<file path="src/rtl/miriscv_mul_pkg.sv">
// Shared types and sizing for the iterative radix-4 Booth multiplier.
package miriscv_mul_pkg;

    localparam int MUL_OPW   = 33;
    localparam int MUL_ITERS = 17;
    localparam int MUL_ACCW  = 2 * MUL_OPW + 2;
    localparam int MUL_PPW   = MUL_OPW + 2;
    localparam int MUL_CNTW  = $clog2(MUL_ITERS + 1);

    typedef enum logic [1:0] {
        IDLE = 2'd0,
        BUSY = 2'd1,
        DONE = 2'd2
    } mul_state_e;

    typedef struct packed {
        logic zero;
        logic one;
        logic two;
        logic neg;
    } booth_ctrl_t;

endpackage

</file>
<file path="src/rtl/miriscv_booth_r4_enc.sv">
// Radix-4 Booth digit encoder: decodes one overlapping multiplier triplet and
// selects the partial product (one's complement when negative; the +1 is added by the caller).
module miriscv_booth_r4_enc
    import miriscv_mul_pkg::*;
(
    input  logic [2:0]         digit,
    input  logic [MUL_OPW-1:0] mcand,
    output booth_ctrl_t        ctrl,
    output logic [MUL_PPW-1:0] pp
);

    logic               is_zero;
    logic [MUL_PPW-1:0] mag;

    assign is_zero = (digit == 3'b000) || (digit == 3'b111);

    // NOTE: every variable is given a default before any branch so no latch is inferred.
    always_comb begin
        ctrl.zero = is_zero;
        ctrl.one  = digit[1] ^ digit[0];
        ctrl.two  = (digit == 3'b011) || (digit == 3'b100);
        ctrl.neg  = digit[2] && !is_zero;

        mag = '0;
        if (ctrl.one) begin
            mag = {{2{mcand[MUL_OPW-1]}}, mcand};
        end else if (ctrl.two) begin
            mag = {mcand[MUL_OPW-1], mcand, 1'b0};
        end
        pp = ctrl.neg ? ~mag : mag;
    end

endmodule

</file>
<file path="src/rtl/miriscv_mul_iter.sv">
// Iterative signed 33x33 multiplier, one radix-4 Booth digit per cycle (18-cycle latency).
// Optional last-result cache enabled by defining MIRISCV_MUL_RESULT_CACHE_EN.
module miriscv_mul_iter
    import miriscv_mul_pkg::*;
#(
    parameter int XLEN = 32
) (
    input  logic              clk_i,
    input  logic              arstn_i,
    input  logic              mul_req_i,
    input  logic              mul_kill_i,
    input  logic [XLEN:0]     port_a_i,
    input  logic [XLEN:0]     port_b_i,
    output logic [2*XLEN-1:0] mul_result_o,
    output logic              mul_rdy_o
);

    mul_state_e            state_q, state_d;
    logic                  accept, finish, cache_hit;
    logic [MUL_OPW-1:0]    mcand_q;
    logic [MUL_OPW+1:0]    mplier_q;
    logic [MUL_CNTW-1:0]   cnt_q;
    logic [MUL_CNTW:0]     sh;
    logic [MUL_ACCW-1:0]   acc_q, acc_nxt, pp_ext, cin_ext;
    logic [2*XLEN-1:0]     result_q;
    logic [2:0]            digit;
    booth_ctrl_t           ctrl;
    logic [MUL_PPW-1:0]    pp;
    logic                  digit_active;

    // Digit i uses multiplier bits [2i+1:2i-1]; bit -1 is the appended zero.
    assign sh    = {cnt_q, 1'b0};
    assign digit = mplier_q[sh +: 3];

    miriscv_booth_r4_enc u_enc (
        .digit (digit),
        .mcand (mcand_q),
        .ctrl  (ctrl),
        .pp    (pp)
    );

    always_comb begin
        digit_active = !ctrl.zero && (ctrl.one ^ ctrl.two);
        pp_ext       = '0;
        cin_ext      = '0;
        if (digit_active) begin
            pp_ext  = {{(MUL_ACCW-MUL_PPW){pp[MUL_PPW-1]}}, pp};
            cin_ext = MUL_ACCW'(ctrl.neg);
        end
        acc_nxt = acc_q + (pp_ext << sh) + (cin_ext << sh);
    end

    always_comb begin
        state_d = state_q;
        accept  = 1'b0;
        finish  = 1'b0;
        case (state_q)
            IDLE: begin
                if (mul_req_i) begin
                    accept  = 1'b1;
                    state_d = cache_hit ? DONE : BUSY;
                end
            end
            BUSY: begin
                if (cnt_q == MUL_CNTW'(MUL_ITERS - 1)) begin
                    finish  = 1'b1;
                    state_d = DONE;
                end
            end
            DONE:    state_d = IDLE;
            default: state_d = IDLE;
        endcase
        // Kill wins over everything, including a request in the same cycle.
        if (mul_kill_i) begin
            state_d = IDLE;
            accept  = 1'b0;
            finish  = 1'b0;
        end
    end

    // NOTE: sequential state uses non-blocking assignments so all registers update together.
    always_ff @(posedge clk_i) begin
        if (!arstn_i) begin
            state_q <= IDLE;
        end else begin
            state_q <= state_d;
        end
    end

    always_ff @(posedge clk_i) begin
        if (!arstn_i) begin
            cnt_q    <= '0;
            acc_q    <= '0;
            result_q <= '0;
        end else begin
            if (accept) begin
                cnt_q <= '0;
                acc_q <= '0;
            end else if (state_q == BUSY && !mul_kill_i) begin
                cnt_q <= cnt_q + MUL_CNTW'(1);
                acc_q <= acc_nxt;
            end
            if (finish) begin
                result_q <= acc_nxt[2*XLEN-1:0];
            end
        end
    end

    // NOTE: operand registers carry no reset; they are only read after an accept reloads them.
    always_ff @(posedge clk_i) begin
        if (accept) begin
            mcand_q  <= port_a_i;
            mplier_q <= {port_b_i[XLEN], port_b_i, 1'b0};
        end
    end

`ifdef MIRISCV_MUL_RESULT_CACHE_EN
    logic [MUL_OPW-1:0] cache_a_q, cache_b_q;
    logic               cache_vld_q;

    assign cache_hit = cache_vld_q && (port_a_i == cache_a_q) && (port_b_i == cache_b_q);

    always_ff @(posedge clk_i) begin
        if (!arstn_i) begin
            cache_vld_q <= 1'b0;
        end else if (finish) begin
            cache_vld_q <= 1'b1;
        end
    end

    always_ff @(posedge clk_i) begin
        if (finish) begin
            cache_a_q <= mcand_q;
            cache_b_q <= mplier_q[MUL_OPW:1];
        end
    end
`else
    assign cache_hit = 1'b0;
`endif

    assign mul_result_o = result_q;
    assign mul_rdy_o    = (state_q == DONE) && !mul_kill_i;

endmodule

</file>
<file path="config.mk">
export PLATFORM = sky130hd
export DESIGN_NAME = miriscv_mul_iter
export DESIGN_NICKNAME = d
export VERILOG_FILES = /design/src/rtl/miriscv_mul_pkg.sv /design/src/rtl/miriscv_booth_r4_enc.sv /design/src/rtl/miriscv_mul_iter.sv
export SDC_FILE = /design/constraint.sdc
export NUM_CORES = 1
export LEC_CHECK = 0
export CAP_MARGIN = 20
export CORE_MARGIN = 8
export CORE_UTILIZATION = 48
export CTS_CLUSTER_SIZE = 30
export DETAILED_ROUTE_END_ITERATION = 7
export HOLD_SLACK_MARGIN = 0.12
export PLACE_DENSITY = 0.71
export REMOVE_ABC_BUFFERS = 1
export SLEW_MARGIN = 20
export SYNTH_ARGS = -nofsm -noshare
export SYNTH_HDL_FRONTEND = slang
export SYNTH_HIERARCHICAL = 1
export SYNTH_SLANG_ARGS = --single-unit
</file>
<file path="constraint.sdc">
create_clock -name clk_i -period 10.7 [get_ports clk_i]
set_clock_uncertainty 0.05 [all_clocks]
set_input_delay 2.14 -clock clk_i [delete_from_list [all_inputs] [get_ports clk_i]]
set_output_delay 2.14 -clock clk_i [all_outputs]
set_load 0.005 [all_outputs]
</file>
==> reports/results.txt, run 1 <==
Fin Setup TNS = 0 ns
Worst Path Arrival = 10.01 ns
Core Util, Final = 54.88%
Clk_lat worst skew = 0.56 ns
Initial antenna violation count = 0
RR Startpoint = cnt_q[0]
Antenna diodes = 0
Hold Buf Count CTS = 0
Mapped cell area = 0.01650 sq mm
Ys flop type = dfxtp_1
Detail-routed via count per cell = 6.101
Dpl hpwl = 39020 um
Final min period = 9.598 ns
Max Slew Vio Count = 0
Asr flop ratio synth = 0%
Seq cells post-synth = 201
Max_cap viols = 0
Outcome = complete, no violations
Post-CTS resize count = 0
Congestion Overflow GR = 0
Non-filler cells, final = 2544
Multiplexer area fraction after synthesis = 9.214%
Vias in the first global route = 14.79k
Root Driver = clkbuf_16
Num rows = 68
Initial Util = 48.24%
Post-DRT Antenna Nets = 0
Htree depth = 1
Final hold vios = 0
Number of remaining DRC errors = 0
Relative slew slack = 26.17%
Least-Margin Pin Slew = 1.105 ns
Placed cell area = 0.01797 sq mm
Crit path capture type = register
Post-synthesis adder-cell area fraction = 11.51%
Avg Cell Area, Syn = 8.084 sq um
CTS tree = done
RSZ-0062 raised after global routing = no
Layout net count = 2272
Synth Area in XOR/XNOR = 2.920%
Dominant combinational cell family by area after synthesis = simple AND/OR/NAND/NOR gates
Worst-path clk slew = 0.06 ns
Hold wc startpoint = mul_result_o[42]
VDD IR max = 123.0 uV
Vias = 15.52k
Clock sink total = 201
Placed cell count = 2498
Critical path origin = cnt_q[0]
Iteration-0 DRC Markers = 1393
Sequential-to-total area share from yosys stat = 28.39%
Area grow syn2layout = 13.76%
GRT Overall Usage = 24.76%
First-pass GRT wire length = 82500 um
CTS max path bufs = 3
Core Box Area = 0.03420 sq mm
Post-synth EDFFs = 66
Leakage = 7.233 nW
Power Total = 2.195 mW
TritonRoute pass-1 iters = 5
CTS Buf Count = 25
Compound-Gate Fraction of Synth Area = 20.26%
DIE HEIGHT = 201.4 um
Fmax = 0.1042 GHz
Synth warn = 6
WP data required = 11.12 ns
Largest net degree at the start of global routing = 82
Setup violations, final = 0
CP Max Fanout = 54
Ports = 135
Die X-Extent = 201.4 um
Routed len/inst = 20.38 um
GP Congestion = 0.9729
Final WL = 51860 um
Critical-path top delay cell = a2111oi_0
Yosys cell types = 81
Post-synthesis instance total = 2041
# port buffers = 134
Simple-gate share of the synthesized area = 21.82%
Die area = 0.04056 sq mm
Buffer count from post-CTS setup fixing = 0
CP Launch Type = register
Hold Path Class = reg -> reg
Worst path max stage delay = 0.94 ns
Share of cells above drive strength 1 = 6.893%
Worst setup path class = reg -> reg
PD cells = 117.0 mW/mm^2
Period utilization = 89.70%
Final instance area = 0.01877 sq mm
==> flip-flops by register name, summed over array words and instances (netlist names) <==
| register | cells |
|---|---|
| acc_q | 64 |
| cnt_q | 5 |
| mplier_q | 33 |
| mul_result_o | 64 |
| state_q | 2 |
| mcand_q | 33 |
==> synth_stat cells, types with 21 or more instances <==
cell type	number	area (sq um)
fa_1	33	660.6
a21o_1	32	240.2
nand3_1	77	385.4
mux2i_1	72	720.7
nor3_1	72	360.4
o21ai_0	75	375.4
xnor2_1	33	289.0
a211oi_1	21	157.7
dfxtp_1	135	2703
nand4_1	43	269.0
mux4_2	31	698.2
nor2_1	143	536.8
a31oi_1	21	131.4
edfxtp_1	66	1982
nand2b_1	41	256.5
ha_1	99	1239
nand2_1	328	1231
inv_1	72	270.3
clkbuf_1	107	401.6
a21oi_1	226	1131
xor2_1	22	192.7
==> metrics by stage <==
step	hold slack [ns]	setup slack [ns]
floorplan	0.3819	-1.382
CTS	0.4025	1.196
detailed placement	0.3944	1.230
global placement	0.3919	1.296
finish	0.4007	1.102
global route	0.4189	0.5284
==> cell families (layout without fill, tap and decap cells) <==
kind of cell | Yosys count | in the layout
AND/OR/NAND/NOR | 786 | 786
AO/OA/AOI/OAI | 525 | 525
multiplexers | 112 | 112
XOR/XNOR | 55 | 55
adder cells (fa/ha/maj) | 132 | 132
flip-flops | 201 | 201
buffers and inverters | 230 | 278
==> worst paths after layout <==
| kind | cells after the start | slack (ns) | end |
|---|---|---|---|
| setup / recovery | 29 | 1.10 | mul_result_o[55] |
| hold / removal | 2 | 0.40 | mul_result_o[42] |
| setup reg to reg | 29 | 1.10 | mul_result_o[55] |
| hold reg to reg | 2 | 0.40 | mul_result_o[42] |
==> report_power, final <==
group / total, mW / leakage [nW] / internal, mW / switching [mW]
combinational: 0.537 / 5.14 / 0.193 / 0.344
sequential: 0.817 / 1.70 / 0.805 / 0.0112
clock: 0.841 / 0.389 / 0.483 / 0.358
total: 2.20 / 7.23 / 1.48 / 0.714
==> cells in the final DEF (no fill, tap or decap), drive strengths merged, types with 22 or more instances in the layout <==
master           n
a21o            32
a21oi          226
clkdlybuf4s50  134
a31oi           22
nor3            73
dfxtp          135
nand2          329
a211oi          22
xor2            22
clkbuf          30
nand4           44
edfxtp          66
nand2b          41
a2111oi         32
ha              99
buf             26
mux4            31
mux2i           72
fa              33
nand3           77
nor2           144
o21ai           80
inv             75
xnor2           33
==> worst max-delay path: cells and delay by family, from the launching register on <==
| family | cells | cell delay, ns |
|---|---|---|
| simple gates | 11 | 2.78 |
| buf+inv | 4 | 1.37 |
| flops | 1 | 0.53 |
| fa+ha+maj | 2 | 0.93 |
| mux | 5 | 1.59 |
| compound gates | 7 | 2.21 |
==> area by class of cell <==
class,instances,area (sq um)
multi-input combinational,1610,10890
sequential,201,4687
tap,455,569.3
timing repair buffer,160,1549
inverter,72,270.3
fill,3241,15430
clock inverter,16,157.7
clock buffer,30,644.4
==> per-layer routing <==
metal | share of wire (%) | track usage, % | vias up | routed length (um)
li1 | - | - | 7435 | -
met1 | 44 | 33.35 | 7390 | 23010
met2 | 45 | 39.10 | 582 | 23320
met3 | 6.2 | 3.763 | 115 | 3204
met4 | 4.5 | 10.59 | 0 | 2318
met5 | 0 | 0 | - | 0
(Power assumes the default switching activity.)
==> inputs of run 2 (changes only) <==
--- a/config.mk
+++ b/config.mk
@@ -6,12 +6,12 @@
 export NUM_CORES = 1
 export LEC_CHECK = 0
 export CAP_MARGIN = 20
-export CORE_MARGIN = 8
+export CORE_MARGIN = 2
 export CORE_UTILIZATION = 48
 export CTS_CLUSTER_SIZE = 30
 export DETAILED_ROUTE_END_ITERATION = 7
 export HOLD_SLACK_MARGIN = 0.12
-export PLACE_DENSITY = 0.71
+export PLACE_DENSITY = 0.68
 export REMOVE_ABC_BUFFERS = 1
 export SLEW_MARGIN = 20
 export SYNTH_ARGS = -nofsm -noshare
==> constraint.sdc (replaced) <==
create_clock -name clk_i -period 9.6 [get_ports clk_i]
set_clock_uncertainty 0.05 [all_clocks]
set_input_delay 1.92 -clock clk_i [delete_from_list [all_inputs] [get_ports clk_i]]
set_output_delay 1.92 -clock clk_i [all_outputs]
set_load 0.005 [all_outputs]
==> reports/results.txt, run 2 (same netlist as run 1, synthesis figures left out) <==
Outcome = complete, no violations
Layout net count = 2281
TritonRoute pass-1 iters = 5
Power Total = 2.421 mW
WP data required = 10.00 ns
CP Max Fanout = 25
PD cells = 128.5 mW/mm^2
Max Slew Vio Count = 0
Fillers = 3198
CP Launch Type = register
Final hold vios = 0
Hold Buf Count CTS = 0
Area grow syn2layout = 14.17%
Commonest non-fill, non-tap cell in the layout = nand2_1
Reg2Reg Setup Slack = 0.79 ns
Setup violations, final = 0
Fmax = 0.1135 GHz
GP Congestion = 0.9397
Clock sink total = 201
Post-DRT Antenna Nets = 0
Post-CTS resize count = 0
Routed len/inst = 19.99 um
Core Util, Final = 55.90%
Crit path capture type = register
Leakage = 7.280 nW
Root Driver = clkbuf_16
CTS tree = done
Congestion Overflow GR = 0
Largest net degree at the start of global routing = 91
Worst Reg-to-Reg Cells = 26
GRT Overall Usage = 28.11%
Worst setup path class = reg -> reg
First-pass GRT wire length = 79910 um
# port buffers = 134
Vias = 15.26k
DIE HEIGHT = 189.4 um
Antenna diodes = 0
Ports = 135
CTS Buf Count = 24
Hold Worst Slack = 0.4006 ns
Htree depth = 1
Worst hold stages = 2
Dpl hpwl = 38190 um
Number of remaining DRC errors = 0
CTS max path bufs = 3
Max_cap viols = 0
RSZ-0062 raised after global routing = no
Period utilization = 91.75%
Vias in the first global route = 14.03k
Die X-Extent = 189.4 um
Least-Margin Pin Slew = 0.9692 ns
Share of cells above drive strength 1 = 7.248%
Initial Util = 48.96%
Relative slew slack = 33.72%
Initial antenna violation count = 0
Hold wc startpoint = mul_result_o[13]
Worst Path Arrival = 9.21 ns
RR Startpoint = cnt_q[0]
Iteration-0 DRC Markers = 1363
Final WL = 50880 um
VDD IR max = 123.0 uV
Worst-path clk slew = 0.06 ns
Most frequent cells in the layout = nand2_1 (327), a21oi_1 (225), nor2_1 (142)
Final min period = 8.808 ns
Clk_lat worst skew = 0.55 ns
Non-filler cells, final = 2545
Die area = 0.03587 sq mm
Hold Path Class = reg -> reg
Num rows = 67
Hold endpoint = mul_result_o[13]
Buffer count from post-CTS setup fixing = 0
Worst reg2reg path endpoint = mul_result_o[55]
Detail-routed via count per cell = 5.998
Core Box Area = 0.03370 sq mm
Fin Setup TNS = 0 ns
Placed cell count = 2501
==> run 2: worst max-delay path by stage <==
stage	start	end	slack [ns]	cells past startpoint
2_1_floorplan	cnt_q[0]	mul_result_o[55]	-2.48	23
3_3_place_gp	cnt_q[0]	acc_q[55]	0.95	26
3_5_place_dp	cnt_q[0]	mul_result_o[55]	0.86	25
4_1_cts	cnt_q[0]	mul_result_o[55]	0.83	25
5_1_grt	cnt_q[1]	mul_result_o[55]	0.36	25
6_report	cnt_q[0]	mul_result_o[55]	0.79	26
==> run 2: cell type report <==
| class | count | area [sq um] | area share [%] |
|---|---|---|---|
| well taps | 448 | 560.5 | 2.976 |
| multi-input cells | 1610 | 10890 | 57.82 |
| clock inverters | 16 | 141.4 | 0.7506 |
| flip-flops and latches | 201 | 4687 | 24.88 |
| repair buffers | 170 | 1649 | 8.755 |
| clock buffers | 28 | 636.9 | 3.381 |
| inverters | 72 | 270.3 | 1.435 |
==> run 2: worst max-delay path: stages (launching register included) <==
cell and delay [ns]:
dfxtp_2 0.59, mux4_2 0.55, mux4_2 0.48, a32o_1 0.25, ha_1 0.31, nor2b_4 0.63
buf_12 0.25, mux2i_1 0.09, a2111oi_1 0.74, nor2b_1 0.21, a211oi_1 0.07, a21oi_1 0.35
a31oi_1 0.27, nand2_1 0.13, o21ai_0 0.18, nor2_1 0.19, ha_1 0.26, ha_1 0.40
nand2_1 0.17, or4_4 0.55, or4_1 0.44, a211oi_2 0.36, nor3_2 0.12, or4_1 0.56
a31oi_2 0.28, o2111ai_1 0.13, o311ai_1 0.12
==> run 2: per-stage QoR <==
step	area, sq um	worst slack [ns]
after floorplan	15800	-2.482
after global placement	18060	0.9463
after detailed placement	18060	0.8574
after CTS	18840	0.8339
after global routing	18840	0.3574
final	18840	0.7923
==> run 2: power breakdown <==
group          internal, mW  switching (mW)  total [mW]
Sequential            0.898          0.0130       0.911
Clock                 0.529           0.380       0.909
Combinational         0.220           0.381       0.601
==> run 2: metal layers <==
layer	wire, um	share of wire, %	GRT usage, %	up-vias
met1	23540	46	40.26	7200
li1	-	-	-	7457
met2	22500	44	43.98	526
met4	1998	3.9	10.64	0
met5	0	0	0	-
met3	2849	5.6	2.651	81
==> inputs of run 3 (changes only) <==
--- a/config.mk
+++ b/config.mk
@@ -5,6 +5,7 @@
 export SDC_FILE = /design/constraint.sdc
 export NUM_CORES = 1
 export LEC_CHECK = 0
+export ABC_CLOCK_PERIOD_IN_PS = 9600
 export CAP_MARGIN = 20
 export CORE_MARGIN = 2
 export CORE_UTILIZATION = 48
==> results of run 3 <==
Same layout as run 2: the final DEF is identical, and so are final timing and power.
